$ cat config.mk
export PLATFORM = sky130hd
export DESIGN_NAME = alu_serial_seq
export DESIGN_NICKNAME = d
export VERILOG_FILES = /design/src/rtl/alu_serial_seq.sv
export SDC_FILE = /design/constraint.sdc
export NUM_CORES = 1
export LEC_CHECK = 0
export ABC_AREA = 1
export CAP_MARGIN = 20
export CORE_ASPECT_RATIO = 1.4
export CORE_MARGIN = 3
export CORE_UTILIZATION = 25
export DETAILED_ROUTE_END_ITERATION = 7
export GPL_TIMING_DRIVEN = 0
export PLACE_DENSITY = 0.5
export RECOVER_POWER = 100
export SLEW_MARGIN = 40
export SYNTH_ARGS = -nofsm -noshare
export SYNTH_HDL_FRONTEND = slang
export SYNTH_SLANG_ARGS = --single-unit
$ cat constraint.sdc
create_clock -name clk -period 1.4 [get_ports clk]
set_input_delay 0.14 -clock clk [delete_from_list [all_inputs] [get_ports clk]]
set_output_delay 0.14 -clock clk [all_outputs]
set_load 0.02 [all_outputs]
$ cat src/rtl/alu_serial_seq.sv
// Bit-serial WIDTH-bit ALU sequencer: one op per start/done handshake,
// evaluated LSB-first through a single 1-bit slice with a registered carry.
module alu_serial_seq #(
    parameter int unsigned WIDTH = 16,
    parameter int unsigned CNT_W = 5
) (
    input  logic             clk,
    input  logic             rst_n,
    input  logic             start,
    input  logic [2:0]       op,
    input  logic [WIDTH-1:0] a,
    input  logic [WIDTH-1:0] b,
    output logic             busy,
    output logic             done,
    output logic [WIDTH-1:0] result,
    output logic             cout,
    output logic             zero
);

    typedef enum logic [1:0] {
        S_IDLE = 2'd0,
        S_RUN  = 2'd1,
        S_DONE = 2'd2
    } state_t;

    localparam logic [CNT_W-1:0] LAST_IDX = CNT_W'(WIDTH - 1);

    state_t             state_q, state_d;
    logic [WIDTH-1:0]   a_q, a_d;
    logic [WIDTH-1:0]   b_q, b_d;
    logic [2:0]         op_q, op_d;
    logic [CNT_W-1:0]   idx_q, idx_d;
    logic               carry_q, carry_d;
    logic [WIDTH-1:0]   sh_q, sh_d;
    logic               set_q, set_d;
    logic [WIDTH-1:0]   result_q, result_d;
    logic               cout_q, cout_d;
    logic               zero_q, zero_d;
    logic               done_q, done_d;

    logic               bi;
    logic               sum_bit;
    logic               carry_nxt;
    logic               slice_bit;
    logic [WIDTH-1:0]   final_res;

    // Operands are shifted right each step so the slice always reads bit 0.
    always_comb begin
        bi        = b_q[0] ^ op_q[2];
        sum_bit   = a_q[0] ^ bi ^ carry_q;
        carry_nxt = (a_q[0] & bi) | (a_q[0] & carry_q) | (bi & carry_q);
        slice_bit = 1'b0;
        case (op_q[1:0])
            2'b00:   slice_bit = a_q[0] & b_q[0];
            2'b01:   slice_bit = a_q[0] | b_q[0];
            2'b10:   slice_bit = sum_bit;
            default: slice_bit = 1'b0;
        endcase
        final_res = sh_q;
        if (op_q[1:0] == 2'b11) begin
            final_res = {{(WIDTH-1){1'b0}}, set_q};
        end
    end

    always_comb begin
        state_d  = state_q;
        a_d      = a_q;
        b_d      = b_q;
        op_d     = op_q;
        idx_d    = idx_q;
        carry_d  = carry_q;
        sh_d     = sh_q;
        set_d    = set_q;
        result_d = result_q;
        cout_d   = cout_q;
        zero_d   = zero_q;
        done_d   = 1'b0;

        case (state_q)
            S_IDLE: begin
                if (start) begin
                    a_d     = a;
                    b_d     = b;
                    op_d    = op;
                    sh_d    = '0;
                    carry_d = op[2];
                    idx_d   = '0;
                    set_d   = 1'b0;
                    state_d = S_RUN;
                end
            end
            S_RUN: begin
                a_d     = a_q >> 1;
                b_d     = b_q >> 1;
                carry_d = carry_nxt;
                sh_d    = {slice_bit, sh_q[WIDTH-1:1]};
                if (idx_q == LAST_IDX) begin
                    set_d   = sum_bit;
                    state_d = S_DONE;
                end else begin
                    idx_d = idx_q + CNT_W'(1);
                end
            end
            S_DONE: begin
                result_d = final_res;
                cout_d   = op_q[1] & carry_q;
                zero_d   = (final_res == '0);
                done_d   = 1'b1;
                state_d  = S_IDLE;
            end
            default: begin
                state_d = S_IDLE;
            end
        endcase
    end

    always_ff @(posedge clk) begin
        if (!rst_n) begin
            state_q  <= S_IDLE;
            a_q      <= '0;
            b_q      <= '0;
            op_q     <= '0;
            idx_q    <= '0;
            carry_q  <= 1'b0;
            sh_q     <= '0;
            set_q    <= 1'b0;
            result_q <= '0;
            cout_q   <= 1'b0;
            zero_q   <= 1'b1;
            done_q   <= 1'b0;
        end else begin
            state_q  <= state_d;
            a_q      <= a_d;
            b_q      <= b_d;
            op_q     <= op_d;
            idx_q    <= idx_d;
            carry_q  <= carry_d;
            sh_q     <= sh_d;
            set_q    <= set_d;
            result_q <= result_d;
            cout_q   <= cout_d;
            zero_q   <= zero_d;
            done_q   <= done_d;
        end
    end

    assign busy   = (state_q == S_RUN) || (state_q == S_DONE);
    assign done   = done_q;
    assign result = result_q;
    assign cout   = cout_q;
    assign zero   = zero_q;

endmodule

==> summary.txt, run 1 <==
final hold slack - 0.180 ns
min setup slack post-route - -0.0796 ns
IO Pins - 58
Yosys cell types - 30
final WL - 10500 um
crit-path cells - inv_4 > ha_4 > buf_8 > inv_8 > nand2_4 > nand2_8 > buf_12 > inv_16 > buf_8 > o21ai_2 > nor2_1
Mapped Area - 3630 sq um
sequential share of power - 37.4%
GP Congestion - 0.783
routed length per instance - 13.1 um
# hold bufs at CTS - 0
Worst path max stage delay - 0.35 ns
Worst Tran Pin Value - 0.677 ns
Clock Power Share - 34.0%
area leader, netlist - dfxtp_1
final worst path period need - 1.48 ns
initial DRC count - 125
CP dominant cell by count - buf_8
clk_skew - 0.00669 ns
final setup violating endpoints - 43
Post-synth EDFFs - 0
Primary FF master, synth - dfxtp_1
fin. max-slew vios - 0
Synthesized Nets - 564
CTS tree - built
Total GRT Usage - 13.5%
Cells after Synth - 519
FMAX - 0.676 GHz
Slew headroom - 54.9%
core area - 14000 sq um
H-tree Lvls - 3
crit path launch type - register
Via density - 4.34
switching power - 2.10 mW
Synth async-reset ratio - 0%
top cells by area, synth - dfxtp_1 (44%), nand2_1 (17%), nor2_1 (7.9%)
Crit. End Element - register
crit share post-route - 106%
synthesized area per cell - 6.99 sq um
top-area cell type share of the netlist area - 43.6%
via count - 3477
final setup TNS - -1.23 ns
Max IR drop VDD - 0.554 mV
pwr dens - 1250 nW/um^2
slowest cell on the critical path - dfxtp_2
Final ANT Viol Nets - 0
clk root buf - clkbuf_16
most frequent cell after synthesis - nand2_1
CTS buffer count - 9
vias in the first global route - 3586
sw frac - 30.3%
die width - 108 um
DRC viols - 0
hpwl dp - 7000 um
Initial DRT Pass Iterations - 4
clk sinks - 79
Internal Power - 4.84 mW
Worst EP arrival - 1.71 ns
run status - complete, but fails checks
Leak Pwr - 2.50 nW
failing checks - setup timing
Starting Density - 25.8%
CTS max path bufs - 2
WP buf/inv - 6
Die Y - 148 um
I/O Buffers - 56
RSZ-0062 raised after global routing - yes
sequential share of the synthesized area - 43.6%
worst hold path type - input port to register
Setup Crit Path Kind - register to register
yosys warns - 0
Comb pwr share - 28.6%
Yosys reg bits - 79
initial antenna violation count - 0
Final Hold Vio Count - 0
largest net degree at the start of global routing - 14
CTS clk-pin slew, worst paths - 0.06 ns
MaxCap Viol Count - 0
largest fanout on the critical path - 8
Commonest cells post-synth - nand2_1 (162), dfxtp_1 (79), nor2_1 (76)
share of layout cells above drive strength 1 - 27.9%
ANT cells - 0
Worst Path Required - 1.63 ns
gr ovfl total - 0
nets - 657
pre-CTS setup slack - -0.162 ns
first-pass GRT wire length - 17000 um
area grow syn2layout - 52.8%
# rows - 51
worst-skew pair later-pin latency - 0.34 ns
die area - 16000 sq um
cell class contributing the biggest share of worst-path delay - buffers and inverters
[path summary, 6_finish.rpt]
path	start	to	slack, ns	cells after the start
max	state_q[1]	carry_q	-0.08	11
min	rst_n	result[2]	0.18	4
max reg2reg	state_q[1]	carry_q	-0.08	11
min reg2reg	idx_q[0]	idx_q[0]	0.44	1
[through the flow]
| stage | power [mW] | util, % | cells | instance area [sq um] |
|---|---|---|---|---|
| floorplan | 3.37 | - | 519 | 3630 |
| global placement | 3.73 | 31.5 | 760 | 4420 |
| detailed placement | 3.75 | 31.5 | 760 | 4420 |
| CTS | 6.77 | 37.5 | 800 | 5270 |
| global route | 7.27 | 39.5 | 801 | 5540 |
| finish | 6.94 | 39.5 | 801 | 5540 |
[power by group through the flow]
stage                     Combinational (mW)  Clock (mW)  Sequential, mW
final                                   1.98        2.36            2.60
after global routing                    2.16        2.49            2.62
after CTS                               1.80        2.41            2.56
after detailed placement                1.16           0            2.58
after global placement                  1.15           0            2.58
after floorplan                        0.810           0            2.56
[flip-flops by register name, summed over array words and instances (netlist names)]
signal   cells
zero         1
a_q         16
state_q      2
b_q         16
set_q        1
idx_q        5
cout         1
sh_q        16
done         1
carry_q      1
op_q         3
result      16
[kinds of logic after synthesis]
group	Yosys count	share of synthesized area, %
AOI/OAI and AO/OA	103	14.6
xor gates and xnor gates	1	0.242
and+or+nand+nor	264	29.9
adders and majority gates	7	2.62
buffers and inverters	65	9.01
DFF	79	43.6
[layout by cell type (no fill, tap or decap), drive strengths merged]
cell type and n:
a211oi 1, a21oi 42, and2 1, buf 46, bufinv 1, clkbuf 20
clkdlybuf4s50 36, clkinv 3, clkinvlp 1, dfxtp 79, dlygate4sd2 19, fa 1
ha 6, inv 36, nand2 166, nand3 6, nor2 77, nor3b 1
o211ai 3, o21ai 57, or2 13, xor2 1
[tightest hold or removal path: stages]
cell     delay [ns]
buf_4          0.15
o21ai_0        0.06
or2_2          0.10
inv_1          0.03
[cell type report]
| type | instances | area (sq um) |
|---|---|---|
| fillers | 1464 | 8500 |
| multi-input cells | 375 | 2110 |
| flip-flops and latches | 79 | 1590 |
| repair buffers | 86 | 911 |
| clock buffers | 10 | 239 |
| well taps | 185 | 231 |
| plain buffers | 25 | 229 |
| inverters | 36 | 169 |
| clock inverters | 5 | 56.3 |
[layer usage]
metal | vias up | GRT usage [%] | wire length [um]
li1 | 1821 | - | -
met1 | 1597 | 15.5 | 4440
met2 | 48 | 24.4 | 5600
met3 | 11 | 2.82 | 317
met4 | 0 | 4.55 | 155
met5 | - | 0 | 0
[repair_timing]
item / CTS / global route
endpoints found under the hold margin: 0 / 0
setup buffers: 22 / 2
pin swaps: 19 / 27
cloned: 6 / 3
endpoints found under the setup margin: 88 / 63
gates resized for setup: 149 / 72
Power figures use the tool's default switching activity.
==> run 2, diff against run 1 <==
CAP_MARGIN = not set   (was 20)
==> results of run 2 <==
Same layout as run 1: the final DEF is identical, and so are final timing and power.
==> run 3, diff against run 2 <==
CORE_UTILIZATION = 48   (was 25)
PLACE_DENSITY = 0.81   (was 0.5)
REMOVE_ABC_BUFFERS = 1   (was not set)
==> run 3 against run 2 <==
Against the previous run:
- routed wire length increased by 4.4%
- flip-flop and latch count unchanged
- setup slack worse by 0.085 ns
- final cell count shrank 13%
- sequential power hardly changed
- clock skew increased by 0.0033 ns
- first-iteration DRC count grew to 3.3 times the previous value
- maximum frequency down 5.4%
- the flow still finishes with violations (setup timing)
==> summary.txt, run 3 (same netlist as run 1, synthesis figures left out) <==
run status - complete, but fails checks
failing checks - setup timing
placed inst area - 4150 sq um (-6.0%)
DRC viols - 0 (unchanged)
gr ovfl total - 0 (unchanged)
first-pass GRT wire length - 15000 um (-12%)
R2R Path Start - state_q[1]
final WL - 11000 um (+4.4%)
ANT cells - 0 (unchanged)
Max IR drop VDD - 0.971 mV (+75%)
fillers - 523 (-64%)
final worst path period need - 1.56 ns (+0.0848 ns)
fin. max-slew vios - 0 (unchanged)
H-tree Lvls - 3 (unchanged)
Tot Pwr - 6.44 mW (-7.2%)
Worst Path Required - 1.67 ns (+0.04 ns)
# rows - 36 (-29%)
reg2reg end - a_q[2]
Leak Pwr - 2.35 nW (-6.2%)
Met3 Routed Length - 744 um (+130%)
FMAX - 0.639 GHz (-5.4%)
Slew headroom - 74.1% (+19 points)
metal1 wirelength - 4010 um (-9.6%)
via count - 3746 (+7.7%)
Starting Density - 50.6% (+25 points)
most frequent cells in the layout - nand2_1 (150), dfxtp_1 (73), nor2_1 (58)
reg2reg path depth - 9 (-2)
commonest non-fill, non-tap cell in the layout - nand2_1
routed length per instance - 15.8 um (+21%)
Via density - 5.41 (+25%)
CTS max path bufs - 2 (unchanged)
CTS buffer count - 9 (unchanged)
Setup Crit Path Kind - register to register
nets - 639 (-2.7%)
core area - 7160 sq um (-49%)
GP Congestion - 0.772 (-1.5%)
fin util - 71.8% (+32 points)
initial DRC count - 413 (+230%)
Die Y - 109 um (-27%)
min setup slack post-route - -0.164 ns (-0.0848 ns)
final setup violating endpoints - 62 (+44%)
largest fanout on the critical path - 8 (unchanged)
hpwl dp - 4940 um (-29%)
pwr dens - 1250 nW/um^2 (about the same)
I/O Buffers - 57 (+1.8%)
register area - 1600 sq um (+0.31%)
Worst Tran Pin Value - 0.388 ns (-0.289 ns)
largest net degree at the start of global routing - 34 (+20)
Hold Path Depth - 3 (-1)
Final ANT Viol Nets - 0 (unchanged)
CTS clk-pin slew, worst paths - 0.08 ns (+0.02 ns)
worst-skew pair later-pin latency - 0.36 ns (+0.02 ns)
area grow syn2layout - 41.7%
Total GRT Usage - 21.9% (+8.5 points)
RSZ-0062 raised after global routing - yes
clk root buf - clkbuf_8
MaxCap Viol Count - 0 (unchanged)
IO Pins - 58 (unchanged)
clk_skew - 0.00998 ns (+0.00329 ns)
die area - 8650 sq um (-46%)
Hold Path End - a_q[7]
worst hold path type - input port to register
vias in the first global route - 3331 (-7.1%)
final instance area - 5140 sq um (-7.3%)
# hold bufs at CTS - 0 (unchanged)
share of layout cells above drive strength 1 - 20.4% (-7.5 points)
initial antenna violation count - 0 (unchanged)
Final Hold Vio Count - 0 (unchanged)
highest metal used - met4
Initial DRT Pass Iterations - 6 (+2)
crit share post-route - 112% (+6.1 points)
crit path launch type - register
clk sinks - 79 (unchanged)
die width - 79.5 um (-26%)
Crit. End Element - register
footprint of the multi-input gates - 2050 sq um (-3.0%)
Worst EP arrival - 1.84 ns (+0.13 ns)
Reg2Reg Setup Slack - -0.16 ns (-0.08 ns)
met2 wire length - 5690 um (+1.6%)
min-delay src - rst_n
CTS tree - built
pre-CTS setup slack - -1.21 ns (-1.05 ns)
-- run 3: how the worst max path moves through the flow --
stage / to / slack [ns] / startpoint
after CTS: sh_q[15] / -0.07 / op_q[2]
after global placement: zero / -2.03 / rst_n
after floorplan: idx_q[2] / -0.93 / state_q[1]
after global routing: a_q[2] / -0.22 / state_q[1]
after detailed placement: idx_q[4] / -1.21 / state_q[1]
final: a_q[2] / -0.16 / state_q[1]
-- run 3: through the flow --
| stage | std cells | TNS [ns] | hold WS, ns |
|---|---|---|---|
| 4_1_cts | 675 | -0.123 | 0.219 |
| 2_1_floorplan | 490 | -41.48 | 0.238 |
| 6_report | 693 | -2.96 | 0.202 |
| 5_1_grt | 693 | -5.68 | 0.246 |
| 3_5_place_dp | 643 | -58.90 | 0.456 |
| 3_3_place_gp | 642 | -114.99 | 0.447 |
-- run 3: routing by layer --
layer  GRT usage (%)  vias to the layer above
met4            12.4                        0
met3            3.72                       48
met1            24.8                     1721
met5               0                        -
li1                -                     1785
met2            38.5                      192
-- run 3: final cells by class --
type                    count  share of cell area [%]
repair inverters            5                    1.24
flip-flops and latches     79                    31.1
multi-input cells         378                    39.9
inverters                  36                    3.48
clock buffers              10                    2.48
repair buffers             85                    17.4
clock inverters             5                    2.09
well taps                  95                    2.31
-- run 3: worst max-delay path, cell delays in order (launching register included) --
cell     delay (ns)
dfxtp_4        0.38
inv_4          0.10
ha_4           0.26
inv_12         0.06
nand2_8        0.10
nand2_8        0.10
buf_12         0.18
inv_16         0.09
nor2_2         0.05
nor2_1         0.16
-- run 3: power by group --
part	internal [mW]	leakage, nW	total [mW]	switching, mW
registers	2.43	0.649	2.60	0.165
logic	0.766	1.58	1.80	1.03
clock network	1.18	0.117	2.04	0.858
total	4.38	2.35	6.44	2.06
-- run 3: timing repair --
action                     in CTS  in global routing
setup endpoints to repair      95                 68
gates cloned                    7                  3
pin swaps                       7                 27
buffers inserted               10                 15
gates resized for setup        68                101
